$ cat src/rtl/parking_access_ctrl.sv
// Parking access transaction controller: evaluates ID database verdicts, issues one-cycle
// action commands and maintains saturating free-slot counters for each floor area.
module parking_access_ctrl #(
  parameter logic [2:0]  CAP_SPEC_0  = 3'd2,
  parameter logic [2:0]  CAP_NORM_0  = 3'd5,
  parameter logic [2:0]  CAP_1       = 3'd7,
  parameter int unsigned ALT_TIMEOUT = 16
) (
  input  logic       CLK,
  input  logic       RST,
  input  logic       id_submit,
  input  logic [1:0] MODE,
  input  logic       chosen_flr,
  input  logic       alt_accept,
  input  logic       alt_decline,
  input  logic       id_valid,
  input  logic       id_special,
  input  logic       adminId_valid,
  input  logic       id_exists,
  input  logic       id_restricted,
  input  logic       user_flr,
  output logic [2:0] action_taken,
  output logic [2:0] remain_flr_spec_0,
  output logic [2:0] remain_flr_norm_0,
  output logic [2:0] remain_flr_1,
  output logic [2:0] status,
  output logic       busy
);

  localparam int unsigned TW = (ALT_TIMEOUT > 2) ? $clog2(ALT_TIMEOUT) : 1;

  typedef enum logic [2:0] {IDLE, EVAL, ISSUE, ALT_WAIT, ADMIN_WAIT, DONE} state_e;
  typedef enum logic [1:0] {T_SPEC, T_NORM0, T_FLR1} tgt_e;

  state_e        state;
  tgt_e          tgt;
  logic [1:0]    mode_q;
  logic          flr_q;
  logic [TW-1:0] tcnt;

  // Restriction status is enforced by the database itself; this block does not act on it.
  logic unused_flags;
  assign unused_flags = id_restricted;

  logic flr0_full, flr1_full, chosen_full, alt_full, is_inc, is_dec, tmo;
  always_comb begin
    flr0_full   = (remain_flr_norm_0 == '0);
    flr1_full   = (remain_flr_1 == '0);
    chosen_full = flr_q ? flr1_full : flr0_full;
    alt_full    = flr_q ? flr0_full : flr1_full;
    is_inc      = (action_taken == 3'd3);
    is_dec      = (action_taken == 3'd1) || (action_taken == 3'd2);
    tmo         = (tcnt == TW'(ALT_TIMEOUT - 1));
  end

  always_ff @(posedge CLK or posedge RST) begin
    if (RST) begin
      state             <= IDLE;
      tgt               <= T_SPEC;
      mode_q            <= '0;
      flr_q             <= 1'b0;
      tcnt              <= '0;
      action_taken      <= '0;
      status            <= '0;
      busy              <= 1'b0;
      remain_flr_spec_0 <= CAP_SPEC_0;
      remain_flr_norm_0 <= CAP_NORM_0;
      remain_flr_1      <= CAP_1;
    end else begin
      // action_taken is only ever loaded on the transition into ISSUE, so it is a one-cycle pulse
      action_taken <= '0;
      case (state)
        IDLE: if (id_submit) begin
          state  <= EVAL;
          busy   <= 1'b1;
          status <= '0;
          mode_q <= MODE;
          flr_q  <= chosen_flr;
        end
        EVAL: begin
          state  <= DONE;
          status <= 3'd2;
          case (mode_q)
            2'd0: begin
              if (id_special) begin
                if (remain_flr_spec_0 != '0) begin
                  state <= ISSUE; action_taken <= 3'd2; status <= 3'd1; tgt <= T_SPEC;
                end else status <= 3'd4;
              end else if (id_valid) begin
                if (!chosen_full) begin
                  state <= ISSUE; action_taken <= 3'd2; status <= 3'd1;
                  tgt   <= flr_q ? T_FLR1 : T_NORM0;
                end else if (!alt_full) begin
                  state <= ALT_WAIT; status <= 3'd3; tcnt <= '0;
                end else status <= 3'd4;
              end
            end
            2'd1: begin
              if (id_special || id_valid) begin
                state <= ISSUE; action_taken <= 3'd3; status <= 3'd1;
                tgt   <= id_special ? T_SPEC : (user_flr ? T_FLR1 : T_NORM0);
              end
            end
            default: begin
              if (adminId_valid) begin
                state <= ADMIN_WAIT; status <= 3'd6; tcnt <= '0;
              end
            end
          endcase
        end
        ISSUE: begin
          state <= DONE;
          case (tgt)
            T_SPEC: begin
              if (is_inc && remain_flr_spec_0 != CAP_SPEC_0) remain_flr_spec_0 <= remain_flr_spec_0 + 3'd1;
              else if (is_dec && remain_flr_spec_0 != '0)    remain_flr_spec_0 <= remain_flr_spec_0 - 3'd1;
            end
            T_NORM0: begin
              if (is_inc && remain_flr_norm_0 != CAP_NORM_0) remain_flr_norm_0 <= remain_flr_norm_0 + 3'd1;
              else if (is_dec && remain_flr_norm_0 != '0)    remain_flr_norm_0 <= remain_flr_norm_0 - 3'd1;
            end
            default: begin
              if (is_inc && remain_flr_1 != CAP_1)      remain_flr_1 <= remain_flr_1 + 3'd1;
              else if (is_dec && remain_flr_1 != '0)    remain_flr_1 <= remain_flr_1 - 3'd1;
            end
          endcase
        end
        ALT_WAIT: begin
          if (alt_accept) begin
            state <= ISSUE; action_taken <= 3'd1; status <= 3'd1;
            tgt   <= flr_q ? T_NORM0 : T_FLR1;
          end else if (alt_decline || tmo) begin
            state <= DONE; status <= 3'd2;
          end else tcnt <= tcnt + TW'(1);
        end
        ADMIN_WAIT: begin
          if (id_submit) begin
            if (id_exists) begin
              state <= ISSUE; status <= 3'd5;
              action_taken <= (mode_q == 2'd2) ? 3'd4 : 3'd5;
            end else begin
              state <= DONE; status <= 3'd2;
            end
          end else if (tmo) begin
            state <= DONE; status <= 3'd2;
          end else tcnt <= tcnt + TW'(1);
        end
        DONE: begin
          state <= IDLE;
          busy  <= 1'b0;
        end
        default: begin
          state <= IDLE;
          busy  <= 1'b0;
        end
      endcase
    end
  end

endmodule

$ cat config.mk
export PLATFORM = sky130hd
export DESIGN_NAME = parking_access_ctrl
export DESIGN_NICKNAME = d
export VERILOG_FILES = /design/src/rtl/parking_access_ctrl.sv
export SDC_FILE = /design/constraint.sdc
export NUM_CORES = 1
export LEC_CHECK = 0
export ABC_AREA = 1
export CAP_MARGIN = 20
export CORE_MARGIN = 1
export CORE_UTILIZATION = 42
export DETAILED_ROUTE_END_ITERATION = 7
export GPL_TIMING_DRIVEN = 0
export PLACE_DENSITY = 0.69
export SLEW_MARGIN = 20
export SYNTH_ARGS = -nofsm -noshare
export SYNTH_HDL_FRONTEND = slang
export SYNTH_SLANG_ARGS = --single-unit
$ cat constraint.sdc
create_clock -name CLK -period 1.8 [get_ports CLK]
set_input_delay 0.36 -clock CLK [delete_from_list [all_inputs] [get_ports CLK]]
set_output_delay 0.36 -clock CLK [all_outputs]
set_load 0.01 [all_outputs]
==> results.txt <==
Synthesized area per cell: 7.29 um2
Critical Path Source: remain_flr_norm_0[0]
Setup TNS Final: 0 ns
Vias in the first global route: 1432
Reg2reg start: action_taken[0]
Via count: 1622
Post-Syn Instances: 251
Crit-path cells: clkdlybuf4s50_1
Global placer's final weighted congestion: 0.803
Number of hold buffers added after CTS: 0
Initial drt markers: 110
CTS Buffer Depth: 2
Synth Area in Simple Gates: 0.390
Worst slew pin tran: 0.604 ns
CP Capture Type: output port
Share of cells above drive strength 1: 0.143
DRC Markers: 0
EDFF count, synth: 0
Nature of the critical path startpoint: flip-flop
Status: complete, no violations
Clk_skew: 0.00504 ns
Worst path arrival time: 1.37 ns
Clk slew on worst S/H paths: 0.10 ns
Crit path kind: flip-flop to output port
First-pass DRT Iterations: 4
Syn nets: 269
Diodes inserted: 0
Required time of the critical path: 1.44 ns
Largest family of logic cells by synthesized area: simple AND/OR/NAND/NOR gates
Avg WL per Cell: 11.0 um
Synth Area in Compound Gates: 0.0752
WP buf/inv: 1
Fmax: 0.577 GHz
Vias per cell: 4.81
Max incr delay on CP: 0.57 ns
DIE WIDTH: 68.0 um
XOR/XNOR share of the synthesized area: 0.0287
Leakage: 1.25 nW
Synth Flop Type: dfrtp_1
Worst-path fanout max: 4
Register area share after synthesis: 0.387
Top delay family on crit path: flip-flops
Post-Syn Area: 1830 um2
Initial antenna violation count: 0
Peak VDD IR: 0.796 mV
Dpl hpwl: 2930 um
Post-layout min period: 1.73 ns
CTS tree: built
Final hold violation count: 0
Commonest non-fill, non-tap cell in the layout: nand2_1
RSZ-0062 raised after global routing: no
Worst min path class: input port to async pin
Full die area: 4630 um2
ANT nets after route: 0
Total gr overflow: 0
Syn. warnings: 0
Asr flop ratio synth: 1.00
CP max stage cell: dfstp_2
FP Rows: 23
#FFs+latches synth: 28
Adder-Cell Fraction of Synth Area: 0.0396
CORE AREA: 4090 um2
Starting density of the core: 0.448
Mux contribution to synthesized area: 0.00615
Power Total: 2.56 mW
TritonCTS Sinks: 28
IO Count: 30
Commonest non-fill, non-tap cells in the layout: nand2_1 (85), inv_1 (33), nor2_1 (25), clkdlybuf4s50_1 (25), dfrtp_1 (22)
Cts bufs inserted: 3
Die height: 68.0 um
Cell area power density: 1110 nW/um2
Max-Cap Viols: 0
Clock H-tree levels: 1
Port bufs: 28
First-pass GRT wire length: 6400 um
Slew HR: 0.597
Yosys cell types: 30
Final net count: 306
Clock Latency Late Sink: 0.27 ns
Largest net degree at the start of global routing: 16
GRT Total Usage: 0.184
Root buffer cell: clkbuf_8
Post-Route WL: 3710 um
Synth-to-Final Area Change: 25.3%
Final setup fails: 0
Fin crit share: 0.963
Slew Limit Fails: 0
[state kept, by name, summed over array words and instances, names as in the netlist]
register / count
action_taken: 3
mode_q: 2
remain_flr_spec_0: 3
state: 3
tcnt: 4
tgt: 2
busy: 1
remain_flr_1: 3
status: 3
flr_q: 1
remain_flr_norm_0: 3
[routing by layer]
layer,vias up,part of all wire,global-route usage
met2,30,0.46,0.286
met3,2,0.027,0.0250
met5,-,0,0
li1,855,-,-
met1,735,0.51,0.267
met4,0,0.0019,0.0469
[cells by family (layout without fill, tap and decap cells)]
| family | after synthesis | count (layout) |
|---|---|---|
| AND/OR/NAND/NOR | 152 | 152 |
| buffers and inverters | 36 | 72 |
| flip-flops | 28 | 28 |
| AO/OA/AOI/OAI | 24 | 24 |
| XOR/XNOR | 6 | 6 |
| adder cells (fa/ha/maj) | 4 | 4 |
| multiplexers | 1 | 1 |
[layout make-up]
type / instances / area, um2
fillers: 407 / 1790
repair buffers: 32 / 325
multi-input cells: 187 / 1010
well taps: 50 / 62.6
inverters: 36 / 135
clock buffers: 4 / 55.1
flip-flops and latches: 28 / 708
[cells in the mapped netlist (4+ instances only)]
cell,n,area share
a21oi_1,5,0.014
dfrtp_1,22,0.30
dfstp_2,6,0.086
inv_1,33,0.068
nand2_1,87,0.18
nand2_2,4,0.014
nand3_1,17,0.046
nor2_1,26,0.053
o21ai_0,13,0.036
[what timing repair did]
| action | CTS | global route |
|---|---|---|
| endpoints found under the setup margin | 1 | 12 |
| buffers inserted | 1 | 2 |
| pin swaps | 0 | 3 |
| gates resized for setup | 0 | 9 |
[power breakdown]
group          switching (mW)  leakage [nW]  internal [mW]
clock network           0.197        0.0288          0.196
logic                   0.752         0.874          0.490
registers               0.140         0.348          0.782
[per-stage QoR]
step	std cells	setup WS, ns	area, um2	hold WS (ns)	utilization
after floorplan	251	0.238	1830	0.421	-
after global placement	329	0.0607	2170	0.467	0.532
after detailed placement	330	0.0984	2190	0.464	0.536
after CTS	335	0.00184	2250	0.469	0.551
after global routing	337	0.00912	2290	0.514	0.561
final	337	0.0675	2290	0.444	0.561
[path summary, 6_finish.rpt]
path | to | slack (ns) | cells past startpoint
max in group asynchronous | remain_flr_spec_0[1] | 0.77 | 3
min reg2reg | status[1] | 0.48 | 2
max | remain_flr_norm_0[0] | 0.07 | 1
min in group CLK | status[1] | 0.48 | 2
max reg2reg | remain_flr_1[2] | 0.15 | 7
min | status[1] | 0.44 | 2
Note: power is estimated with default switching activity, not from simulation.
